### config.mk
export PLATFORM = sky130hd
export DESIGN_NAME = mmio_uart_tx
export DESIGN_NICKNAME = d
export VERILOG_FILES = /design/src/rtl/mmio_uart_pkg.sv /design/src/rtl/uart_tx_fifo.sv /design/src/rtl/mmio_uart_tx.sv
export SDC_FILE = /design/constraint.sdc
export NUM_CORES = 1
export LEC_CHECK = 0
export ABC_AREA = 1
export CAP_MARGIN = 10
export CORE_ASPECT_RATIO = 0.8
export CORE_MARGIN = 2
export CORE_UTILIZATION = 45
export CTS_BUF_LIST = sky130_fd_sc_hd__clkbuf_16
export CTS_CLUSTER_DIAMETER = 120
export CTS_CLUSTER_SIZE = 24
export DETAILED_ROUTE_END_ITERATION = 8
export DONT_BUFFER_PORTS = 1
export MAX_ROUTING_LAYER = met4
export PLACE_DENSITY_LB_ADDON = 0.08
export REMOVE_ABC_BUFFERS = 1
export SLEW_MARGIN = 20
export SYNTH_ARGS = -nofsm -noshare
export SYNTH_HDL_FRONTEND = slang
export SYNTH_HIERARCHICAL = 1
export SYNTH_SLANG_ARGS = --single-unit
export TNS_END_PERCENT = 5
### constraint.sdc
create_clock -name InputClk -period 2.95 [get_ports InputClk]
set_clock_uncertainty 0.2 [all_clocks]
set_input_delay 0.59 -clock InputClk [delete_from_list [all_inputs] [get_ports InputClk]]
set_output_delay 0.59 -clock InputClk [all_outputs]
set_load 0.01 [all_outputs]
### src/rtl/mmio_uart_pkg.sv
// Purpose: shared register map, bit positions, bus field indices and FSM encoding for mmio_uart_tx.
// Latency: n/a (declarations only).
// Backpressure: n/a.
package mmio_uart_pkg;

    // Register offsets, selected by AddressBus[3:2]
    localparam logic [1:0] REG_TXDATA = 2'd0;
    localparam logic [1:0] REG_STATUS = 2'd1;
    localparam logic [1:0] REG_CTRL   = 2'd2;

    // STATUS bit positions
    localparam int STAT_FULL      = 0;
    localparam int STAT_EMPTY     = 1;
    localparam int STAT_BUSY      = 2;
    localparam int STAT_OVF       = 3;
    localparam int STAT_COUNT_LSB = 4;

    // CTRL bit positions
    localparam int CTRL_TX_EN   = 0;
    localparam int CTRL_OVF_CLR = 1;   // write-one-to-clear overflow, not stored
    localparam int CTRL_PAR_ODD = 2;   // only meaningful in parity builds
    localparam int CTRL_IRQ_EN  = 3;

    // ControlBus field indices
    localparam int CB_READ_EN  = 1;
    localparam int CB_WRITE_EN = 2;

    typedef enum logic [2:0] {
        S_IDLE   = 3'd0,
        S_START  = 3'd1,
        S_DATA   = 3'd2,
        S_PARITY = 3'd3,
        S_STOP   = 3'd4
    } tx_state_e;

    function automatic logic [31:0] status_word(input logic       full,
                                                input logic       empty,
                                                input logic       busy,
                                                input logic       ovf,
                                                input logic [7:0] count);
        logic [31:0] w;
        w                                   = '0;
        w[STAT_FULL]                        = full;
        w[STAT_EMPTY]                       = empty;
        w[STAT_BUSY]                        = busy;
        w[STAT_OVF]                         = ovf;
        w[STAT_COUNT_LSB+7:STAT_COUNT_LSB]  = count;
        return w;
    endfunction

endpackage

### src/rtl/uart_tx_fifo.sv
// Purpose: synchronous byte FIFO (push/pop/full/empty/count), head byte visible combinationally.
// Latency: a push is visible on o_head_dat / o_count after the accepting edge.
// Backpressure: push while full and pop while empty are ignored; the caller judges overflow from o_full.
// Ports: i_clk, i_rst_n (async active-low), i_push/i_push_dat, i_pop, o_head_dat, o_full, o_empty, o_count.
module uart_tx_fifo #(
    parameter int DEPTH = 8
) (
    input  logic                     i_clk,
    input  logic                     i_rst_n,
    input  logic                     i_push,
    input  logic [7:0]               i_push_dat,
    input  logic                     i_pop,
    output logic [7:0]               o_head_dat,
    output logic                     o_full,
    output logic                     o_empty,
    output logic [$clog2(DEPTH):0]   o_count
);
    localparam int AW = $clog2(DEPTH);

    logic [7:0]  r_mem [DEPTH];
    logic [AW-1:0] r_wr_ptr;
    logic [AW-1:0] r_rd_ptr;
    logic [AW:0]   r_count;
    logic          w_push_ok;
    logic          w_pop_ok;

    assign o_full     = (r_count == (AW+1)'(DEPTH));
    assign o_empty    = (r_count == '0);
    assign o_count    = r_count;
    assign o_head_dat = r_mem[r_rd_ptr];

    // Both guards use the pre-edge count, so a same-cycle pop never frees room for a push into a full FIFO.
    assign w_push_ok = i_push & ~o_full;
    assign w_pop_ok  = i_pop  & ~o_empty;

    // Storage needs no reset: entries are only read once counted in.
    always_ff @(posedge i_clk) begin
        if (w_push_ok) begin
            r_mem[r_wr_ptr] <= i_push_dat;
        end
    end

    always_ff @(posedge i_clk or negedge i_rst_n) begin
        if (!i_rst_n) begin
            r_wr_ptr <= '0;
            r_rd_ptr <= '0;
            r_count  <= '0;
        end else begin
            if (w_push_ok) r_wr_ptr <= r_wr_ptr + 1'b1;
            if (w_pop_ok)  r_rd_ptr <= r_rd_ptr + 1'b1;
            case ({w_push_ok, w_pop_ok})
                2'b10:   r_count <= r_count + 1'b1;
                2'b01:   r_count <= r_count - 1'b1;
                default: r_count <= r_count;
            endcase
        end
    end

endmodule

### src/rtl/mmio_uart_tx.sv
// Purpose: memory-mapped 8N1 UART transmitter (TXDATA/STATUS/CTRL window) with byte FIFO and level IRQ.
// Latency: write at edge N -> count=1 after N; with tx_en, Tx falls after N+1; frame = 10 (11 with parity) bit times.
// Backpressure: none on the bus; pushes into a full FIFO are dropped and set sticky overflow.
// Ports: InputClk, rst (async active-low), AddressBus/DataBusOut/ControlBus (CPU bus),
//        PeriphDataOut/PeriphSel (read mux), Tx (serial out, idles high), TxIrq (level irq).
// Build option: define MMIO_UART_PARITY_EN to add a parity bit (even, or odd with CTRL bit2).
module mmio_uart_tx
    import mmio_uart_pkg::*;
#(
    parameter logic [31:0] BASE_ADDR    = 32'hFFFF_0000,
    parameter int          CLKS_PER_BIT = 16,
    parameter int          FIFO_DEPTH   = 8
) (
    input  logic        InputClk,
    input  logic        rst,
    input  logic [31:0] AddressBus,
    input  logic [31:0] DataBusOut,
    input  logic [10:0] ControlBus,
    output logic [31:0] PeriphDataOut,
    output logic        PeriphSel,
    output logic        Tx,
    output logic        TxIrq
);
    localparam int             CW        = $clog2(FIFO_DEPTH) + 1;
    localparam int             BW        = $clog2(CLKS_PER_BIT);
    localparam logic [BW-1:0]  BAUD_LAST = BW'(CLKS_PER_BIT - 1);

    // Bus decode
    logic [1:0]  w_off;
    logic        w_wr;
    logic        w_rd;
    logic        w_push;
    logic        w_ctrl_wr;

    // FIFO interface
    logic [7:0]  w_head_dat;
    logic        w_full;
    logic        w_empty;
    logic [CW-1:0] w_count;
    logic        w_pop;

    // Registers
    logic        r_tx_en;
    logic        r_irq_en;
    logic        r_ovf;
    tx_state_e   r_state;
    logic [BW-1:0] r_baud_cnt;
    logic [2:0]  r_bit_idx;
    logic [7:0]  r_shift;
    logic        r_tx;
    logic        r_irq;

    // FSM next values
    tx_state_e   w_state_nxt;
    logic [BW-1:0] w_baud_nxt;
    logic [2:0]  w_bit_nxt;
    logic [7:0]  w_shift_nxt;
    logic        w_tx_nxt;
    logic        w_baud_done;
    logic        w_can_start;

    logic [31:0] w_ctrl_rd;
    logic        w_unused_bits;

    assign w_off     = AddressBus[3:2];
    assign PeriphSel = (AddressBus[31:4] == BASE_ADDR[31:4]);
    assign w_wr      = PeriphSel & ControlBus[CB_WRITE_EN];
    assign w_rd      = PeriphSel & ControlBus[CB_READ_EN];
    assign w_push    = w_wr & (w_off == REG_TXDATA);
    assign w_ctrl_wr = w_wr & (w_off == REG_CTRL);

    assign w_unused_bits = &{1'b0, AddressBus[1:0], DataBusOut[31:8], ControlBus[10:3], ControlBus[0]};

    uart_tx_fifo #(.DEPTH(FIFO_DEPTH)) u_fifo (
        .i_clk      (InputClk),
        .i_rst_n    (rst),
        .i_push     (w_push),
        .i_push_dat (DataBusOut[7:0]),
        .i_pop      (w_pop),
        .o_head_dat (w_head_dat),
        .o_full     (w_full),
        .o_empty    (w_empty),
        .o_count    (w_count)
    );

`ifdef MMIO_UART_PARITY_EN
    logic r_par_odd;
    logic r_par_bit;
    logic w_par_nxt;
`endif

    // CTRL register and sticky overflow
    always_ff @(posedge InputClk or negedge rst) begin
        if (!rst) begin
            r_tx_en  <= 1'b0;
            r_irq_en <= 1'b0;
            r_ovf    <= 1'b0;
`ifdef MMIO_UART_PARITY_EN
            r_par_odd <= 1'b0;
`endif
        end else begin
            if (w_ctrl_wr) begin
                r_tx_en  <= DataBusOut[CTRL_TX_EN];
                r_irq_en <= DataBusOut[CTRL_IRQ_EN];
`ifdef MMIO_UART_PARITY_EN
                r_par_odd <= DataBusOut[CTRL_PAR_ODD];
`endif
            end
            if (w_push && w_full) begin
                r_ovf <= 1'b1;
            end else if (w_ctrl_wr && DataBusOut[CTRL_OVF_CLR]) begin
                r_ovf <= 1'b0;
            end
        end
    end

    // Transmit FSM: next state, baud/bit counters, shift register and the registered Tx level
    assign w_baud_done = (r_baud_cnt == BAUD_LAST);
    assign w_can_start = r_tx_en & ~w_empty;

    always_comb begin
        w_state_nxt = r_state;
        w_bit_nxt   = r_bit_idx;
        w_shift_nxt = r_shift;
        w_pop       = 1'b0;
        w_tx_nxt    = 1'b1;
        w_baud_nxt  = (r_state == S_IDLE || w_baud_done) ? '0 : r_baud_cnt + 1'b1;
`ifdef MMIO_UART_PARITY_EN
        w_par_nxt   = r_par_bit;
`endif

        case (r_state)
            S_IDLE: begin
                if (w_can_start) w_pop = 1'b1;
            end
            S_START: begin
                if (w_baud_done) begin
                    w_state_nxt = S_DATA;
                    w_bit_nxt   = 3'd0;
                end
            end
            S_DATA: begin
                if (w_baud_done) begin
                    if (r_bit_idx == 3'd7) begin
`ifdef MMIO_UART_PARITY_EN
                        w_state_nxt = S_PARITY;
`else
                        w_state_nxt = S_STOP;
`endif
                    end else begin
                        w_bit_nxt   = r_bit_idx + 3'd1;
                        w_shift_nxt = r_shift >> 1;
                    end
                end
            end
`ifdef MMIO_UART_PARITY_EN
            S_PARITY: begin
                if (w_baud_done) w_state_nxt = S_STOP;
            end
`endif
            S_STOP: begin
                // Chaining straight into the next START keeps back-to-back frames gap-free.
                if (w_baud_done) begin
                    if (w_can_start) w_pop = 1'b1;
                    else             w_state_nxt = S_IDLE;
                end
            end
            default: w_state_nxt = S_IDLE;
        endcase

        if (w_pop) begin
            w_state_nxt = S_START;
            w_baud_nxt  = '0;
            w_shift_nxt = w_head_dat;
`ifdef MMIO_UART_PARITY_EN
            w_par_nxt   = (^w_head_dat) ^ r_par_odd;
`endif
        end

        case (w_state_nxt)
            S_START:  w_tx_nxt = 1'b0;
            S_DATA:   w_tx_nxt = w_shift_nxt[0];
`ifdef MMIO_UART_PARITY_EN
            S_PARITY: w_tx_nxt = w_par_nxt;
`endif
            default:  w_tx_nxt = 1'b1;
        endcase
    end

    always_ff @(posedge InputClk or negedge rst) begin
        if (!rst) begin
            r_state    <= S_IDLE;
            r_baud_cnt <= '0;
            r_bit_idx  <= 3'd0;
            r_shift    <= 8'd0;
            r_tx       <= 1'b1;
            r_irq      <= 1'b0;
`ifdef MMIO_UART_PARITY_EN
            r_par_bit  <= 1'b0;
`endif
        end else begin
            r_state    <= w_state_nxt;
            r_baud_cnt <= w_baud_nxt;
            r_bit_idx  <= w_bit_nxt;
            r_shift    <= w_shift_nxt;
            r_tx       <= w_tx_nxt;
            r_irq      <= r_irq_en & w_empty & (r_state == S_IDLE);
`ifdef MMIO_UART_PARITY_EN
            r_par_bit  <= w_par_nxt;
`endif
        end
    end

    assign Tx    = r_tx;
    assign TxIrq = r_irq;

    // Read mux
    always_comb begin
        w_ctrl_rd              = '0;
        w_ctrl_rd[CTRL_TX_EN]  = r_tx_en;
        w_ctrl_rd[CTRL_IRQ_EN] = r_irq_en;
`ifdef MMIO_UART_PARITY_EN
        w_ctrl_rd[CTRL_PAR_ODD] = r_par_odd;
`endif
    end

    always_comb begin
        PeriphDataOut = '0;
        if (w_rd) begin
            case (w_off)
                REG_STATUS: PeriphDataOut = status_word(w_full, w_empty, (r_state != S_IDLE),
                                                        r_ovf, 8'(w_count));
                REG_CTRL:   PeriphDataOut = w_ctrl_rd;
                default:    PeriphDataOut = '0;
            endcase
        end
    end

endmodule
==> metrics.txt, run 1 <==
post-CTS sizing 0; Crit path top cell by count nand2_1; fin util 0.498; Post-synth EDFFs 64; Inserted Clock Buffers 9; vias per cell 4.51; clock tree sinks 97; sequential area share after synthesis 0.552; die extent in x 122 microns; power per cell area 467 nW/um^2; Worst path slowest cell dfrtp_1; crit path kind reg -> reg; Cell Chain, Critical Path nor2_1 -> nand3_1 -> inv_1 -> inv_1 -> nand2_1 -> nor2_4 -> nand2_4 -> inv_2 -> nand2_1 -> inv_1 -> ha_1 -> ha_1 -> or2_2 -> nand2_1 -> nand2_1 -> nand3_1 -> nand2_1; P_leak 2.42 nW; RSZ-0062 raised after global routing no; most frequent cells in the layout 173 x nand2_1, 90 x nor2_1, 70 x inv_1; area of the multi-input gates 1750 sq um; Die Area 11,900 sq um; post-synth cell types 35; TritonCTS clock tree yes; antenna-violating nets left 0; clk_lat worst skew 0.34 ns; maxcap violations 0; Reg area 2750 sq um; gpl congestion 0.821; Starting Density 0.459; DRC Markers 0; worst-path maximum fanout 8; setup TNS 0 ns; share of layout cells above drive strength 1 0.0997; post-synthesis area per instance 8.89 sq um; endpoints failing setup 0; commonest non-fill, non-tap cell in the layout nand2_1; hold_sp DataBusOut[6]; largest net degree at the start of global routing 43; Routed WL 9550 microns; Post-Synth Adder-Cell Area 0.0317; Hold Path Stages 0; Tmin final 2.72 ns; DRT iter0 DRCs 162; clk buf depth 2; Compound-Gate Fraction of Synth Area 0.0183; DRT Pass-1 Iters 4; worst r2r src u_fifo/o_count[0]; pre-CTS setup slack 0.213 ns; path depth of the worst reg2reg path 17; area of the mapped netlist 4980 sq um; worst reg2reg endpoint u_fifo/o_count[3]; worst stage delay on the critical path 0.43 ns; number of synthesized register bits 97; Cell Count, Final, Fillers Out 726; Worst setup EP type register; status completed; placed insts 708; Hold/Removal Path Class in -> reg; Post-Synth Simple-Gate Area 0.269; Post-Syn Instances 560; yosys warns 6; initial antenna violation count 0; top achievable clock speed 368 MHz; Overflow after GRT 0; crit start category register; vias in the first global route 3,069; worst IR drop on VDD 0.000314 V; FILL cells 1,009; Nets 666; routed len/inst 13.2 microns; multiplexer area fraction after synthesis 0; global-route wire length before repair 15,900 microns; Vias 3,271; Diodes inserted 0; R2R Setup Slk 0.23 ns; Core Rows 34; GRT Overall Usage 0.179; Synth Flop Type edfxtp_1; postcts setup bufs 0; die height 98.1 microns; hold_buf cts 2; tightest hold margin 0.142 ns; XOR/XNOR Fraction of Synth Area 0.0141; post-route setup slack 0.230 ns; I/O Buffers 0; H-tree levels 3; crit share post-route 0.922; core area 10,800 sq um; Hold EP u_fifo/r_mem[2][6]; Clock Pin Slew Worst Setup and Hold Paths 0.06 ns; crit path DAT 2.75 ns; Post-synth ARST share 0.340; io pins 112; DPL Wire Length 6660 microns; clock root buffer clkbuf_16; Max Slew Vio Count 0; endpoints failing hold 0; Area Overhead vs Synth 8.42%; Critical Path RT 2.98 ns; largest family of logic cells by synthesized area simple AND/OR/NAND/NOR gates
==> Yosys cell counts (3+ instances only) <==
library cell / count / share of area
nand2_2: 3 / 0.0038
buf_6: 6 / 0.014
xor2_1: 3 / 0.0053
nand3_2: 4 / 0.0080
xnor2_1: 5 / 0.0088
dfrtp_1: 32 / 0.16
edfxtp_1: 64 / 0.39
nor3_1: 8 / 0.0080
ha_1: 11 / 0.028
nand4_1: 9 / 0.011
buf_2: 5 / 0.0050
inv_2: 6 / 0.0045
nand2_1: 173 / 0.13
nor2_1: 90 / 0.068
nand3_1: 16 / 0.016
o21ai_0: 12 / 0.012
inv_1: 67 / 0.051
buf_4: 26 / 0.039
==> registers in the layout, indices dropped and copies added (netlist names) <==
| name | count |
|---|---|
| Tx | 1 |
| TxIrq | 1 |
| r_baud_cnt | 4 |
| r_bit_idx | 3 |
| r_irq_en | 1 |
| r_ovf | 1 |
| r_shift | 8 |
| r_state | 3 |
| r_tx_en | 1 |
| u_fifo/o_count | 4 |
| u_fifo/r_mem | 64 |
| u_fifo/r_rd_ptr | 3 |
| u_fifo/r_wr_ptr | 3 |
==> how the worst max path moves through the flow <==
| stage | startpoint | endpoint | slack, ns |
|---|---|---|---|
| after floorplan | AddressBus[11] | u_fifo/o_count[3] | 0.16 |
| after global placement | u_fifo/o_count[0] | u_fifo/o_count[3] | 0.23 |
| after detailed placement | AddressBus[9] | u_fifo/o_count[3] | 0.21 |
| after CTS | u_fifo/o_count[0] | u_fifo/o_count[3] | 0.21 |
| after global routing | u_fifo/o_count[0] | u_fifo/o_count[2] | 0.03 |
| final | u_fifo/o_count[0] | u_fifo/o_count[3] | 0.23 |
==> critical path, delay by kind of cell (launching register included) <==
kind,cells,cell delay [ns]
adder cells (fa/ha/maj),2,0.49
buffers and inverters,4,0.29
AND/OR/NAND/NOR,11,1.19
flip-flops,1,0.43
==> power by group <==
group | switching [mW] | total (mW) | internal [mW] | leakage [nW]
clock | 0.475 | 1.03 | 0.557 | 0.143
combinational | 0.0299 | 0.0390 | 0.00917 | 1.25
sequential | 0.00000000551 | 1.45 | 1.45 | 1.03
==> stage by stage <==
step	power (mW)	area (sq um)
2_1_floorplan	1.50	4770
3_3_place_gp	1.51	5110
3_5_place_dp	1.51	5110
4_1_cts	2.55	5400
5_1_grt	2.61	5400
6_report	2.52	5400
==> cell type report <==
class / instances / share of cell area
well taps: 144 / 0.0334
flip-flops and latches: 97 / 0.509
inverters: 74 / 0.0514
repair buffers: 21 / 0.0343
multi-input cells: 374 / 0.324
clock buffers: 9 / 0.0417
clock inverters: 7 / 0.00603
==> per-layer routing <==
metal  GRT usage  vias to the layer above  routed length, microns
met3      0.0432                        5                     511
met4      0.0336                        0                      73
met1       0.254                     1447                    4780
li1            -                     1727                       -
met2       0.266                       92                    4180
met5           -                        -                       0
==> logic make-up after synthesis <==
kind of cell / after synthesis
adder cells (fa/ha/maj): 12
AO/OA/AOI/OAI: 16
buffers and inverters: 112
other: 1
AND/OR/NAND/NOR: 314
XOR/XNOR: 8
flip-flops: 97
(Power assumes the default switching activity.)
==> run 2, diff against run 1 <==
--- a/config.mk
+++ b/config.mk
@@ -21,6 +21,5 @@
 export SLEW_MARGIN = 20
 export SYNTH_ARGS = -nofsm -noshare
 export SYNTH_HDL_FRONTEND = slang
-export SYNTH_HIERARCHICAL = 1
 export SYNTH_SLANG_ARGS = --single-unit
 export TNS_END_PERCENT = 5
==> constraint.sdc (replaced) <==
create_clock -name InputClk -period 2.95 [get_ports InputClk]
set_clock_uncertainty 0.2 [all_clocks]
set_input_delay 0.59 -clock InputClk [delete_from_list [all_inputs] [get_ports InputClk]]
set_output_delay 0.59 -clock InputClk [all_outputs]
set_load 0.1 [all_outputs]
==> metrics.txt, run 2 <==
TritonCTS clock tree yes; power per cell area 501 nW/um^2 (+7.1%); Reg with most FFs u_fifo.r_mem; Overflow after GRT 0 (unchanged); count leader, synth nand2_1; Crit path max-delay family simple AND/OR/NAND/NOR gates; Inserted Clock Buffers 9 (unchanged); status completed; share of layout cells above drive strength 1 0.134 (+0.0341); Worst path slowest cell dfrtp_1; clock tree sinks 97 (unchanged); P_leak 2.25 nW (-6.8%); global-route wire length before repair 15,300 microns (-4.0%); top-area cell type share of the netlist area 0.406 (+0.0201); vias per cell 4.94 (+9.7%); die extent in x 119 microns (-2.4%); Area Overhead vs Synth 12.2%; Nets 584 (-12%); Internal 2.02 mW (+0.21%); Cell Chain, Critical Path nor2_2 -> nand3_1 -> inv_1 -> nand2_1 -> a21oi_2 -> buf_12; Power Total 2.66 mW (+5.3%); Reg power frac 0.547 (-0.028); DRC Markers 0 (unchanged); Clock power frac 0.392 (-0.017); most frequent cells in the layout 125 x nand2_1, 64 x edfxtp_1, 57 x nand3_1; antenna-violating nets left 0 (unchanged); Tmin final 2.62 ns (-0.0969 ns); Die Area 11,400 sq um (-4.8%); clk_lat worst skew 0.34 ns (about the same); area leader, netlist edfxtp_1; clock root buffer clkbuf_16; RSZ-0062 raised after global routing no; largest net degree at the start of global routing 34 (-21%); Hold/Removal Path Class in -> reg; Worst setup EP type output port; Starting Density 0.462 (+0.00319); top achievable clock speed 381 MHz (+3.7%); Max transition margin 0.421; gpl congestion 0.764 (-6.9%); Vias 3,167 (-3.2%); max FFs per register 64 (unchanged); worst IR drop on VDD 0.000235 V (-25%); sequential area share after synthesis 0.581 (+0.0287); Post-synth ARST share 0.340 (unchanged); Routed WL 9410 microns (-1.5%); core area 10,200 sq um (-5.6%); Diodes inserted 0 (unchanged); post-synth cell types 38 (+8.6%); NetSw 634 uW (+26%); vias in the first global route 2,916 (-5.0%); crit share post-route 0.889 (-0.0329); crit path DAT 1.83 ns (-0.92 ns); setup TNS 0 ns (unchanged); Core Rows 33 (-2.9%); Max Slew Vio Count 0 (unchanged); initial antenna violation count 0 (unchanged); switch share 0.239 (+0.0385); area of the mapped netlist 4730 sq um (-4.9%); number of synthesized register bits 97 (unchanged); Slew @ Worst Pin 0.869 ns; crit path kind reg -> out; endpoints failing hold 0 (unchanged); Post-Syn Instances 476 (-15%); top cells by count, synth 125 x nand2_1, 64 x edfxtp_1, 57 x nand3_1, 41 x nor2_1, 32 x dfrtp_1; worst stage delay on the critical path 0.45 ns (+0.02 ns); Post-synth EDFFs 64 (unchanged); DPL Wire Length 6280 microns (-5.7%); post-route setup slack 0.327 ns (+0.0969 ns); H-tree levels 3 (unchanged); clk buf depth 2 (unchanged); post-synthesis area per instance 9.94 sq um (+12%); endpoints failing setup 0 (unchanged); top flop regs u_fifo.r_mem (64), r_shift (8); worst-path maximum fanout 6 (-2); synth top area cells edfxtp_1 41%, dfrtp_1 17%, nand2_1 9.9%; DRT Pass-1 Iters 4 (unchanged); routed len/inst 14.7 microns (+12%); tightest hold margin 0.139 ns (-0.00239 ns); maxcap violations 0 (unchanged); CP bufs+invs 2 (-2); I/O Buffers 0 (unchanged); DRT iter0 DRCs 163 (+0.62%); commonest non-fill, non-tap cell in the layout nand2_1; GRT Overall Usage 0.182 (+0.00322); die height 95.7 microns (-2.4%); Synth Flop Type edfxtp_1; io pins 112 (unchanged); Critical Path RT 2.16 ns (-0.82 ns); combinational share of power 0.061 (+0.046); Cell Count, Final, Fillers Out 641 (-12%); pre-CTS setup slack 0.242 ns (+0.0291 ns); FILL cells 955 (-5.4%); yosys warns 0 (-6); Clock Pin Slew Worst Setup and Hold Paths 0.07 ns (about the same); crit start category register; placed insts 623 (-12%)
==> run 2: through the flow <==
| step | util | area [sq um] |
|---|---|---|
| global placement | 0.490 | 5020 |
| global route | 0.518 | 5310 |
| floorplan | - | 4570 |
| detailed placement | 0.490 | 5020 |
| CTS | 0.518 | 5310 |
| finish | 0.518 | 5310 |
==> run 2: logic make-up after synthesis <==
family,Yosys count,synth area share
AO/OA/AOI/OAI,30,0.0375
XOR/XNOR,9,0.0167
adder cells (fa/ha/maj),11,0.0291
buffers and inverters,73,0.0838
flip-flops,97,0.581
other,1,0.000792
AND/OR/NAND/NOR,255,0.251
==> run 2: worst paths after layout <==
| kind | start | end | slack (ns) | cells after the start |
|---|---|---|---|---|
| worst max-delay path | u_fifo.o_count[0] | PeriphDataOut[0] | 0.33 | 6 |
| worst min-delay path | DataBusOut[7] | u_fifo.r_mem[1][7] | 0.14 | 0 |
| worst max register to register | u_fifo.o_count[0] | u_fifo.o_count[2] | 0.47 | 11 |
| worst min register to register | r_baud_cnt[0] | r_baud_cnt[0] | 0.25 | 1 |
| max in group asynchronous | rst | Tx | 1.81 | 2 |
| min in group asynchronous | rst | r_bit_idx[1] | 0.50 | 2 |
==> run 2: layout make-up <==
type	instances	area [sq um]	share of cell area
flip-flops and latches	97	2750	0.518
well taps	140	175	0.0330
clock inverters	7	36.3	0.00683
multi-input cells	329	1700	0.320
inverters	37	145	0.0273
clock buffers	9	225	0.0424
repair buffers	22	280	0.0528
==> run 2: worst register-to-register path, stage by stage, from the launching register on <==
cell and delay, ns:
dfrtp_1 0.45, nor2_2 0.14, nand3_1 0.27, nand4_4 0.28
ha_1 0.28, nand2_1 0.07, inv_1 0.07, nor2_1 0.06
ha_1 0.17, a21oi_1 0.14, xor2_1 0.14, o21ai_0 0.08
==> run 2: power by group through the flow <==
stage                     Combinational, mW  Sequential (mW)  Clock [mW]
after floorplan                       0.146             1.48           0
after detailed placement              0.148             1.48           0
after global placement                0.148             1.48           0
final                                 0.162             1.45        1.04
after CTS                             0.162             1.45        1.07
after global routing                  0.170             1.45        1.13
==> run 2: per-layer routing <==
| metal | vias to the layer above | GRT usage | wire [microns] |
|---|---|---|---|
| li1 | 1581 | - | - |
| met2 | 115 | 0.277 | 4200 |
| met3 | 12 | 0.0450 | 651 |
| met1 | 1459 | 0.249 | 4460 |
| met5 | - | - | 0 |
| met4 | 0 | 0.0446 | 100 |
==> run 2: what timing repair did <==
action / in CTS / in global routing
resized for setup: 0 / 0
hold buffers: 2 / 0
hold endpoints to repair: 33 / 0
buffers inserted: 0 / 0
